<file path="src/rtl/mips_run_ctrl_if.sv">
// Control/observation bundle between the run controller and its host (sim top or FPGA wrapper).
interface mips_run_ctrl_if #(
  parameter int unsigned PC_W  = 32,
  parameter int unsigned CNT_W = 32
);
  logic             start;
  logic             abort;
  logic             clear;
  logic [PC_W-1:0]  pc;
  logic             cpu_reset;
  logic             cpu_en;
  logic             running;
  logic             done;
  logic [1:0]       status;
  logic [CNT_W-1:0] cycle_count;

  modport master (
    output start, abort, clear, pc,
    input  cpu_reset, cpu_en, running, done, status, cycle_count
  );

  modport slave (
    input  start, abort, clear, pc,
    output cpu_reset, cpu_en, running, done, status, cycle_count
  );
endinterface

</file>
<file path="src/rtl/mips_run_ctrl.sv">
// Run controller for the mips core: sequences core reset, gates its clock enable,
// counts run cycles and ends the run on halt (stalled PC), timeout or abort.
module mips_run_ctrl #(
  parameter int unsigned PC_W        = 32,
  parameter int unsigned CNT_W       = 32,
  parameter int unsigned RST_CYCLES  = 1,
  parameter int unsigned MAX_CYCLES  = 10000,
  parameter int unsigned STALL_LIMIT = 4,
  parameter bit          AUTO_START  = 1'b1
) (
  input logic           clk,
  input logic           reset,
  mips_run_ctrl_if.slave bus
);

  localparam int unsigned HOLD_W  = (RST_CYCLES > 1) ? $clog2(RST_CYCLES) : 1;
  localparam int unsigned STALL_W = $clog2(STALL_LIMIT + 1);

  localparam logic [1:0] STAT_NONE    = 2'b00;
  localparam logic [1:0] STAT_HALT    = 2'b01;
  localparam logic [1:0] STAT_TIMEOUT = 2'b10;
  localparam logic [1:0] STAT_ABORT   = 2'b11;

  typedef enum logic [1:0] {
    ST_IDLE       = 2'd0,
    ST_RESET_HOLD = 2'd1,
    ST_RUN        = 2'd2,
    ST_DONE       = 2'd3
  } state_e;

  state_e             state_q, state_d;
  logic [HOLD_W-1:0]  hold_cnt_q, hold_cnt_d;
  logic [CNT_W-1:0]   cycle_cnt_q, cycle_cnt_d;
  logic [STALL_W-1:0] stall_cnt_q, stall_cnt_d;
  logic [PC_W-1:0]    pc_last_q, pc_last_d;
  logic               first_q, first_d;
  logic [1:0]         status_q, status_d;
  logic               cpu_reset_q, cpu_reset_d;
  logic               cpu_en_q, cpu_en_d;
  logic               running_q, running_d;
  logic               done_q, done_d;

  logic               pc_eq;
  logic               halt_hit;
  logic               timeout_hit;
  logic [CNT_W-1:0]   cycle_inc;
  logic [STALL_W-1:0] stall_inc;

  // State and counter registers; outputs are registered copies decoded from next state.
  always_ff @(posedge clk or posedge reset) begin
    if (reset) begin
      state_q     <= ST_IDLE;
      hold_cnt_q  <= '0;
      cycle_cnt_q <= '0;
      stall_cnt_q <= '0;
      pc_last_q   <= '0;
      first_q     <= 1'b1;
      status_q    <= STAT_NONE;
      cpu_reset_q <= 1'b1;
      cpu_en_q    <= 1'b0;
      running_q   <= 1'b0;
      done_q      <= 1'b0;
    end else begin
      state_q     <= state_d;
      hold_cnt_q  <= hold_cnt_d;
      cycle_cnt_q <= cycle_cnt_d;
      stall_cnt_q <= stall_cnt_d;
      pc_last_q   <= pc_last_d;
      first_q     <= first_d;
      status_q    <= status_d;
      cpu_reset_q <= cpu_reset_d;
      cpu_en_q    <= cpu_en_d;
      running_q   <= running_d;
      done_q      <= done_d;
    end
  end

  // Next-state, counters and exit priority (abort > halt > timeout).
  always_comb begin
    state_d     = state_q;
    hold_cnt_d  = hold_cnt_q;
    cycle_cnt_d = cycle_cnt_q;
    stall_cnt_d = stall_cnt_q;
    pc_last_d   = pc_last_q;
    first_d     = (state_q != ST_RUN);
    status_d    = status_q;

    cycle_inc   = cycle_cnt_q + CNT_W'(1);
    stall_inc   = stall_cnt_q + STALL_W'(1);
    pc_eq       = !first_q && (bus.pc == pc_last_q);
    halt_hit    = pc_eq && (stall_inc == STALL_W'(STALL_LIMIT));
    timeout_hit = (cycle_inc == CNT_W'(MAX_CYCLES));

    case (state_q)
      ST_IDLE: begin
        hold_cnt_d = '0;
        if (AUTO_START || bus.start) state_d = ST_RESET_HOLD;
      end
      ST_RESET_HOLD: begin
        if (hold_cnt_q == HOLD_W'(RST_CYCLES - 1)) begin
          hold_cnt_d = '0;
          state_d    = ST_RUN;
        end else begin
          hold_cnt_d = hold_cnt_q + HOLD_W'(1);
        end
      end
      ST_RUN: begin
        cycle_cnt_d = cycle_inc;
        pc_last_d   = bus.pc;
        stall_cnt_d = pc_eq ? stall_inc : '0;
        if (bus.abort) begin
          state_d  = ST_DONE;
          status_d = STAT_ABORT;
        end else if (halt_hit) begin
          state_d  = ST_DONE;
          status_d = STAT_HALT;
        end else if (timeout_hit) begin
          state_d  = ST_DONE;
          status_d = STAT_TIMEOUT;
        end
      end
      ST_DONE: begin
        if (bus.clear) begin
          state_d     = ST_IDLE;
          status_d    = STAT_NONE;
          cycle_cnt_d = '0;
          stall_cnt_d = '0;
        end
      end
      default: state_d = ST_IDLE;
    endcase

    cpu_reset_d = (state_d == ST_IDLE) || (state_d == ST_RESET_HOLD);
    cpu_en_d    = (state_d == ST_RUN);
    running_d   = (state_d == ST_RUN);
    done_d      = (state_d == ST_DONE);
  end

  assign bus.cpu_reset   = cpu_reset_q;
  assign bus.cpu_en      = cpu_en_q;
  assign bus.running     = running_q;
  assign bus.done        = done_q;
  assign bus.status      = status_q;
  assign bus.cycle_count = cycle_cnt_q;

endmodule

</file>
<file path="src/flat_wrapper.sv">
// flat-port wrapper written by rule: the top's interface ports become plain ports
module mips_run_ctrl_flat 
#(
  parameter int unsigned PC_W        = 32,
  parameter int unsigned CNT_W       = 32,
  parameter int unsigned RST_CYCLES  = 1,
  parameter int unsigned MAX_CYCLES  = 10000,
  parameter int unsigned STALL_LIMIT = 4,
  parameter bit          AUTO_START  = 1'b1
)
  (clk, reset, bus_start, bus_abort, bus_clear, bus_pc, bus_cpu_reset, bus_cpu_en, bus_running, bus_done, bus_status, bus_cycle_count);
  mips_run_ctrl_if #(.PC_W(PC_W), .CNT_W(CNT_W)) bus_i ();
  input logic clk;
  input logic reset;
  input wire logic [$bits(bus_i.start)-1:0] bus_start;
  input wire logic [$bits(bus_i.abort)-1:0] bus_abort;
  input wire logic [$bits(bus_i.clear)-1:0] bus_clear;
  input wire logic [$bits(bus_i.pc)-1:0] bus_pc;
  output wire logic [$bits(bus_i.cpu_reset)-1:0] bus_cpu_reset;
  output wire logic [$bits(bus_i.cpu_en)-1:0] bus_cpu_en;
  output wire logic [$bits(bus_i.running)-1:0] bus_running;
  output wire logic [$bits(bus_i.done)-1:0] bus_done;
  output wire logic [$bits(bus_i.status)-1:0] bus_status;
  output wire logic [$bits(bus_i.cycle_count)-1:0] bus_cycle_count;
  assign bus_i.start = bus_start;
  assign bus_i.abort = bus_abort;
  assign bus_i.clear = bus_clear;
  assign bus_i.pc = bus_pc;
  assign bus_cpu_reset = bus_i.cpu_reset;
  assign bus_cpu_en = bus_i.cpu_en;
  assign bus_running = bus_i.running;
  assign bus_done = bus_i.done;
  assign bus_status = bus_i.status;
  assign bus_cycle_count = bus_i.cycle_count;
  mips_run_ctrl #(.PC_W(PC_W), .CNT_W(CNT_W), .RST_CYCLES(RST_CYCLES), .MAX_CYCLES(MAX_CYCLES), .STALL_LIMIT(STALL_LIMIT), .AUTO_START(AUTO_START)) u_core (.clk(clk), .reset(reset), .bus(bus_i));
endmodule
</file>
<file path="config.mk">
export PLATFORM = sky130hd
export DESIGN_NAME = mips_run_ctrl_flat
export DESIGN_NICKNAME = d
export VERILOG_FILES = /design/src/rtl/mips_run_ctrl_if.sv /design/src/rtl/mips_run_ctrl.sv /design/src/flat_wrapper.sv
export SDC_FILE = /design/constraint.sdc
export NUM_CORES = 1
export LEC_CHECK = 0
export ABC_AREA = 1
export CORE_ASPECT_RATIO = 0.6
export CORE_MARGIN = 4
export CORE_UTILIZATION = 53
export DETAILED_ROUTE_END_ITERATION = 6
export GPL_TIMING_DRIVEN = 0
export PLACE_DENSITY = 0.8
export SYNTH_ARGS = -nofsm -noshare
export SYNTH_HDL_FRONTEND = slang
export SYNTH_SLANG_ARGS = --single-unit
</file>
<file path="constraint.sdc">
create_clock -name clk -period 3.15 [get_ports clk]
set_clock_uncertainty 0.1 [all_clocks]
set_input_delay 0.63 -clock clk [delete_from_list [all_inputs] [get_ports clk]]
set_output_delay 0.63 -clock clk [all_outputs]
set_load 0.01 [all_outputs]
</file>
== After elaboration in Yosys (flattened, before gate mapping) ==
Index checks and enable logic that the tools add are counted.

* $add $sub $neg: 3
* Eq/ne operators: 12
* Mux-type cells: 18
* Reductions and logical operators: 10

{| class="wikitable"
|+ Operators with widths
! kind !! number
|-
| one-hot mux 32 bit (2 select lines) || 1
|-
| adder 32 x 1 -> 32 bit (second input constant) || 1
|-
| equality test 32 x 14 -> 1 bit (second input constant) || 1
|-
| equality test 32 bit || 1
|-
| two-way mux 32 bit || 1
|-
| two-way mux 2 bit || 9
|-
| equality test 2 bit (second input constant) || 4
|-
| one-hot mux 2 bit (4 select lines) || 1
|-
| two-way mux 3 bit || 2
|-
| one-hot mux 3 bit (2 select lines) || 1
|-
| equality test 2 x 1 -> 1 bit (second input constant) || 2
|-
| logical NOT 2 bit || 2
|-
| != test 2 bit (second input constant) || 2
|-
| != test 4 x 2 -> 1 bit (second input constant) || 1
|-
| one-hot mux 2 bit (2 select lines) || 1
|-
| nonzero test 2 bit || 2
|-
| adder 3 x 1 -> 3 bit (second input constant) || 1
|-
| equality test 3 bit (second input constant) || 1
|-
| AND reduction 3 bit || 1
|-
| logical AND 1 bit || 2
|-
| one-hot mux 1 bit (2 select lines) || 1
|-
| AND reduction 2 bit || 1
|-
| adder 1 bit (second input constant) || 1
|-
| logical NOT 1 bit || 1
|-
| 2 further kinds || 2
|}

* Flip-flop bits (word level): 76
* Bits of input ports: 37
* Output and inout port bits: 38
* Word-level logic and storage cells: 53

== Depth between registers and ports, before layout ==
* Depth after elaboration: 8
* Mapped depth: 16
* Gate-level depth less buffers: 16

== Worst setup path after synthesis ==
OpenSTA, ideal clock, no wires.

* Path kind: register to register
* Start: register u_core.cycle_cnt_q[0] (netlist: u_core.bus.cycle_count[0])
* End: register u_core.status_q[0] (netlist: u_core.bus.status[0])
* Setup time: 0.117 ns
* Data arrival time: 1.845 ns
* Data required time: 2.933 ns
* Slack: 1.088 ns
* Stages on the path, launching flop included: 17
* Path buffers: 0
* Clock period less this slack: 2.062 ns
* Path through: dfrtp_1 -> ha_1 -> nand2_2 -> nor2_4 -> nand2_2 -> nor2_4 -> nand2_1 -> nand2_1 -> nand2_1 -> nor2_1 -> nand2_1 -> nor2_2 -> nand3_2 -> nand2_2 -> nand2_2 -> nand2_1 -> nand2_1

* Longest elaborated chain between the ends: 4

{| class="wikitable"
|+ Ends and longest elaborated chain
! element !! line !! source
|-
| from (decl) || mips_run_ctrl.sv:33 || <nowiki>logic [CNT_W-1:0] cycle_cnt_q, cycle_cnt_d;</nowiki>
|-
| from (signal assigned) || mips_run_ctrl.sv:66 || <nowiki>cycle_cnt_q <= cycle_cnt_d;</nowiki>
|-
| adder 32 x 1 -> 32 bit || mips_run_ctrl.sv:88 || <nowiki>cycle_inc = cycle_cnt_q + CNT_W'(1);</nowiki>
|-
| equality test 32 x 14 -> 1 bit || mips_run_ctrl.sv:92 || <nowiki>timeout_hit = (cycle_inc == CNT_W'(MAX_CYCLES));</nowiki>
|-
| != test 4 x 2 -> 1 bit (no line) || n/a ||
|-
| AND reduction 3 bit (no line) || n/a ||
|-
| to (signal assigned) || mips_run_ctrl.sv:70 || <nowiki>status_q <= status_d;</nowiki>
|-
| to (decl) || mips_run_ctrl.sv:37 || <nowiki>logic [1:0] status_q, status_d;</nowiki>
|}

Every way passes these cells.
A chain may end at the register's enable or synchronous reset.

== Worst setup path in the final report ==
Same ends and word-level chain as after synthesis.

==> summary.md <==
In this run, CTS created clock tree buffers numbering 9. The hold violation count in the final report came out at 0. The power per cell area is 670 nW/um2, and the final weighted congestion in routability-driven placement is 0.958. Global routing used 26.4% of the available tracks across all layers. At the pin with the least slew margin, the transition time is 604 ps. After detailed placement, the design holds a cell count of 814. In this run the post-CTS setup repair buffer count came out at 0. The total of cells resized after clock tree synthesis is 0. Traced cell by cell, the critical path runs through ha_1 > nand2_2 > nor2_4 > nand2_2 > nor2_4 > nand2_1 > nand2_1 > nand2_1 > nor2_1 > nand2_1 > nor2_2 > nand3_2 > nand2_2 > nand2_2 > nand2_1 > nand2_1. The cell family contributing the most delay on the critical path is simple AND/OR/NAND/NOR gates. In this run the mean area of a mapped cell was 6.88 um2. For this run, the share of the core covered by cells in the final layout is 70.1%. For this block, the initial DRC count from the detailed router was 423. The synthesized design contains 75 register bits. During synthesis, Yosys emitted a total of 0 warnings. The analysis attributes to cell leakage a power of 2.47 nW. Setup repair after global routing left no endpoint under its margin.

The worst setup path is captured at a flop. The run gives 9580 um as the detailed placer's ending HPWL. The proportion of synthesized area in mux cells was 0%. After detailed routing, the number of remaining DRC violations is 0. The clock period minus worst slack was 2710 ps. The floorplan step defined a die boundary enclosing 9760 um2.

The total global routing overflow is 0, and the share of post-route cells with drive strength above 1 is 6.09%. The worst slack on hold paths was 383 ps; the total negative setup slack was 0 ps. After routing the design area is 5550 um2. For the number of pins with negative max-slew slack in the final report, the log shows 0. In this run the standard cell core region covers 7910 um2.

The synthesized-area fraction occupied by xor and xnor cells is 3.02%, and the die outline width is 125 um. After technology mapping, the gate count stands at 632. The tools report the level count of the clock H-tree as 3. The clock tree root buffer cell is sky130_fd_sc_hd__clkbuf_16.

The number of antenna diodes in the final layout is 0. By area the synthesized netlist is led by sky130_fd_sc_hd__dfrtp_1 (42%), sky130_fd_sc_hd__nand2_1 (21%), sky130_fd_sc_hd__o21ai_0 (7.1%). Setup slack on the critical path of the routed design comes to 442 ps. Across the VDD grid, the largest voltage drop is 0.455 mV.

The count of cells in the finished layout, fillers not included, comes to 830. Summing the areas of all and, or, nand and nor instances in the mapped netlist gives 35.8% of the synthesized area. The tools report the worst setup slack before clock tree synthesis as 534 ps. The critical path is of the flop to flop type. The chip height is 78.2 um, and the summed instance area of the synthesized netlist is 4350 um2.

The run gives 0 as the number of antenna violations at the first check in global routing. In this run the count of I/O pins placed on the die edge is 75. The CTS sink count is 75.

TritonCTS built the clock tree. The total number of placement rows is 25. Startpoint of the worst setup timing path: u_core.bus.cycle_count[0]. The post-detailed-placement cell area is 5240 um2.

The most common cell after layout, fill and taps aside is sky130_fd_sc_hd__nand2_1. The detailed-route wire length came out at 12,500 um. In this run, distinct cell masters in the synthesized netlist total 26. The delay contributed by the slowest stage of the critical path is 470 ps.

The synthesized design devotes to its leading area cell type 42.0% of total area. The clock-pin transition on the worst setup and hold timing paths is 60 ps. For the cts-stage hold buffer count, the log shows 0. The largest individual stage delay along the critical path comes from the cell sky130_fd_sc_hd__dfrtp_1. The number of nets in the synthesized netlist is 672. The remaining antenna violation count after routing is 0, and the highest clock rate is 0.369 GHz. After filler insertion, the fill cell instance count of the layout stands at 664. In this run the worst path has a maximum fanout of 6. Cell accounting for the most synthesized area: sky130_fd_sc_hd__dfrtp_1.

Detailed routing inserted a total of 4,401 vias. Cell repeated most along the worst path: sky130_fd_sc_hd__nand2_1. For this run, the post-layout net count is 757. In the finished design, the share of the clock period the worst path needs comes to 86.0%. For the effective utilization at floorplan, the log shows 54.9%. Input and output buffers added on the ports amount to 73.

The number of buffers and inverters on the critical path is 0. The top cell types in the final layout, fill and taps aside, are sky130_fd_sc_hd__nand2_1 (247), sky130_fd_sc_hd__clkdlybuf4s50_1 (73), sky130_fd_sc_hd__dfrtp_1 (73). The startpoint identified for the worst hold timing path is u_core.bus.status[1]. Summing the areas of all compound-gate instances in the mapped netlist gives 9.41% of the synthesized area. Entering global routing, the biggest net connects 65 pins. The first-pass iteration count of the detailed router is 5. The number of max-cap violations is 0. After detailed routing, the number of vias per cell comes to 5.30. Relative to the synthesized area, the layout overhead comes to 27.6%. Dividing the detail-routed wire length by the instance count gives 15.1 um. The run finished with clean final reports.

The total of endpoints with negative setup slack in the final report is 0. After synthesis, the largest family of logic cells by area is simple AND/OR/NAND/NOR gates. STA puts the critical path data required time at 3270 ps. The total power draw was 3.72 mW. In this run the deepest clock path goes through 2 buffers.

The fraction of the yosys area taken by sequential cells is 43.2%, and the adder-cell area share of the yosys netlist is 0.863%. The startpoint identified for the worst register-to-register timing path is u_core.bus.cycle_count[0]. The run gives 3,996 as the via count of the first global-routing pass. The tightest min-delay check is of the flop to flop type. The worst setup path is launched from a flop. The relative slew slack is 59.8%.

The clock reaches the later pin of the worst-skew pair after 330 ps. The first global-routing pass estimated 20,300 um of wire. For the worst setup path, the data arrival time is 2830 ps.
==> tightest hold or removal path, stage by stage, from the launching register on <==
cell,delay (ps)
sky130_fd_sc_hd__dfrtp_1,340
sky130_fd_sc_hd__nand2_1,60
sky130_fd_sc_hd__nand2_1,50
==> kinds of logic (layout without fill, tap and decap cells) <==
| kind of cell | Yosys count | count (layout) |
|---|---|---|
| adders and majority gates | 3 | 3 |
| AOI/OAI and AO/OA | 78 | 78 |
| and+or+nand+nor | 373 | 373 |
| buffers and inverters | 88 | 178 |
| xor gates and xnor gates | 15 | 15 |
| DFF | 75 | 75 |
==> cell usage after synthesis (all sizes together) <==
master and n:
nand2 253, nor2 80, inv 74, dfrtp 73, o21ai 63, nand3 30, clkbuf 12, o22ai 12
xnor2 9, xor2 6, nand4 4, ha 3, nand3b 3, or2 3, a21oi 2, buf 2
dfstp 2, a22o 1
==> where the power goes <==
| group | internal [mW] | leakage [nW] | switching [mW] |
|---|---|---|---|
| sequential | 1.24 | 0.974 | 0.191 |
| combinational | 0.454 | 1.35 | 0.766 |
| clock | 0.656 | 0.153 | 0.404 |
| total | 2.35 | 2.47 | 1.36 |
==> state kept, by name, summed over array words and instances (netlist names) <==
register / flops
u_core.bus.cpu_en: 1
u_core.bus.done: 1
u_core.stall_cnt_q: 3
u_core.bus.cycle_count: 32
u_core.first_q: 1
u_core.bus.cpu_reset: 1
u_core.pc_last_q: 32
u_core.bus.status: 2
u_core.state_q: 2
==> final cells by class <==
| type | instances | area (um2) | area share, % |
|---|---|---|---|
| multi-input combinational | 469 | 2130 | 38.5 |
| sequential | 75 | 1880 | 33.9 |
| timing repair buffer | 74 | 758 | 13.7 |
| inverter | 74 | 280 | 5.05 |
| clock buffer | 12 | 256 | 4.62 |
| tap | 108 | 135 | 2.44 |
| buffer | 14 | 56.3 | 1.01 |
| clock inverter | 4 | 48.8 | 0.879 |
==> path summary, 6_finish.rpt <==
check,cells after the start,slack (ps),to
max in group asynchronous,3,1880,u_core.first_q
max reg2reg,16,440,u_core.bus.status[0]
max,16,440,u_core.bus.status[0]
min,2,380,u_core.bus.status[1]
min reg2reg,2,380,u_core.bus.status[1]
min in group asynchronous,2,460,u_core.pc_last_q[4]
==> layer usage <==
metal	wire [um]	global-route usage, %	vias up
li1	-	-	2148
met1	6220	40.7	2035
met2	4970	35.6	203
met3	1190	8.09	15
met4	142	7.25	0
met5	0	0	-
Note: power is estimated with default switching activity, not from simulation.
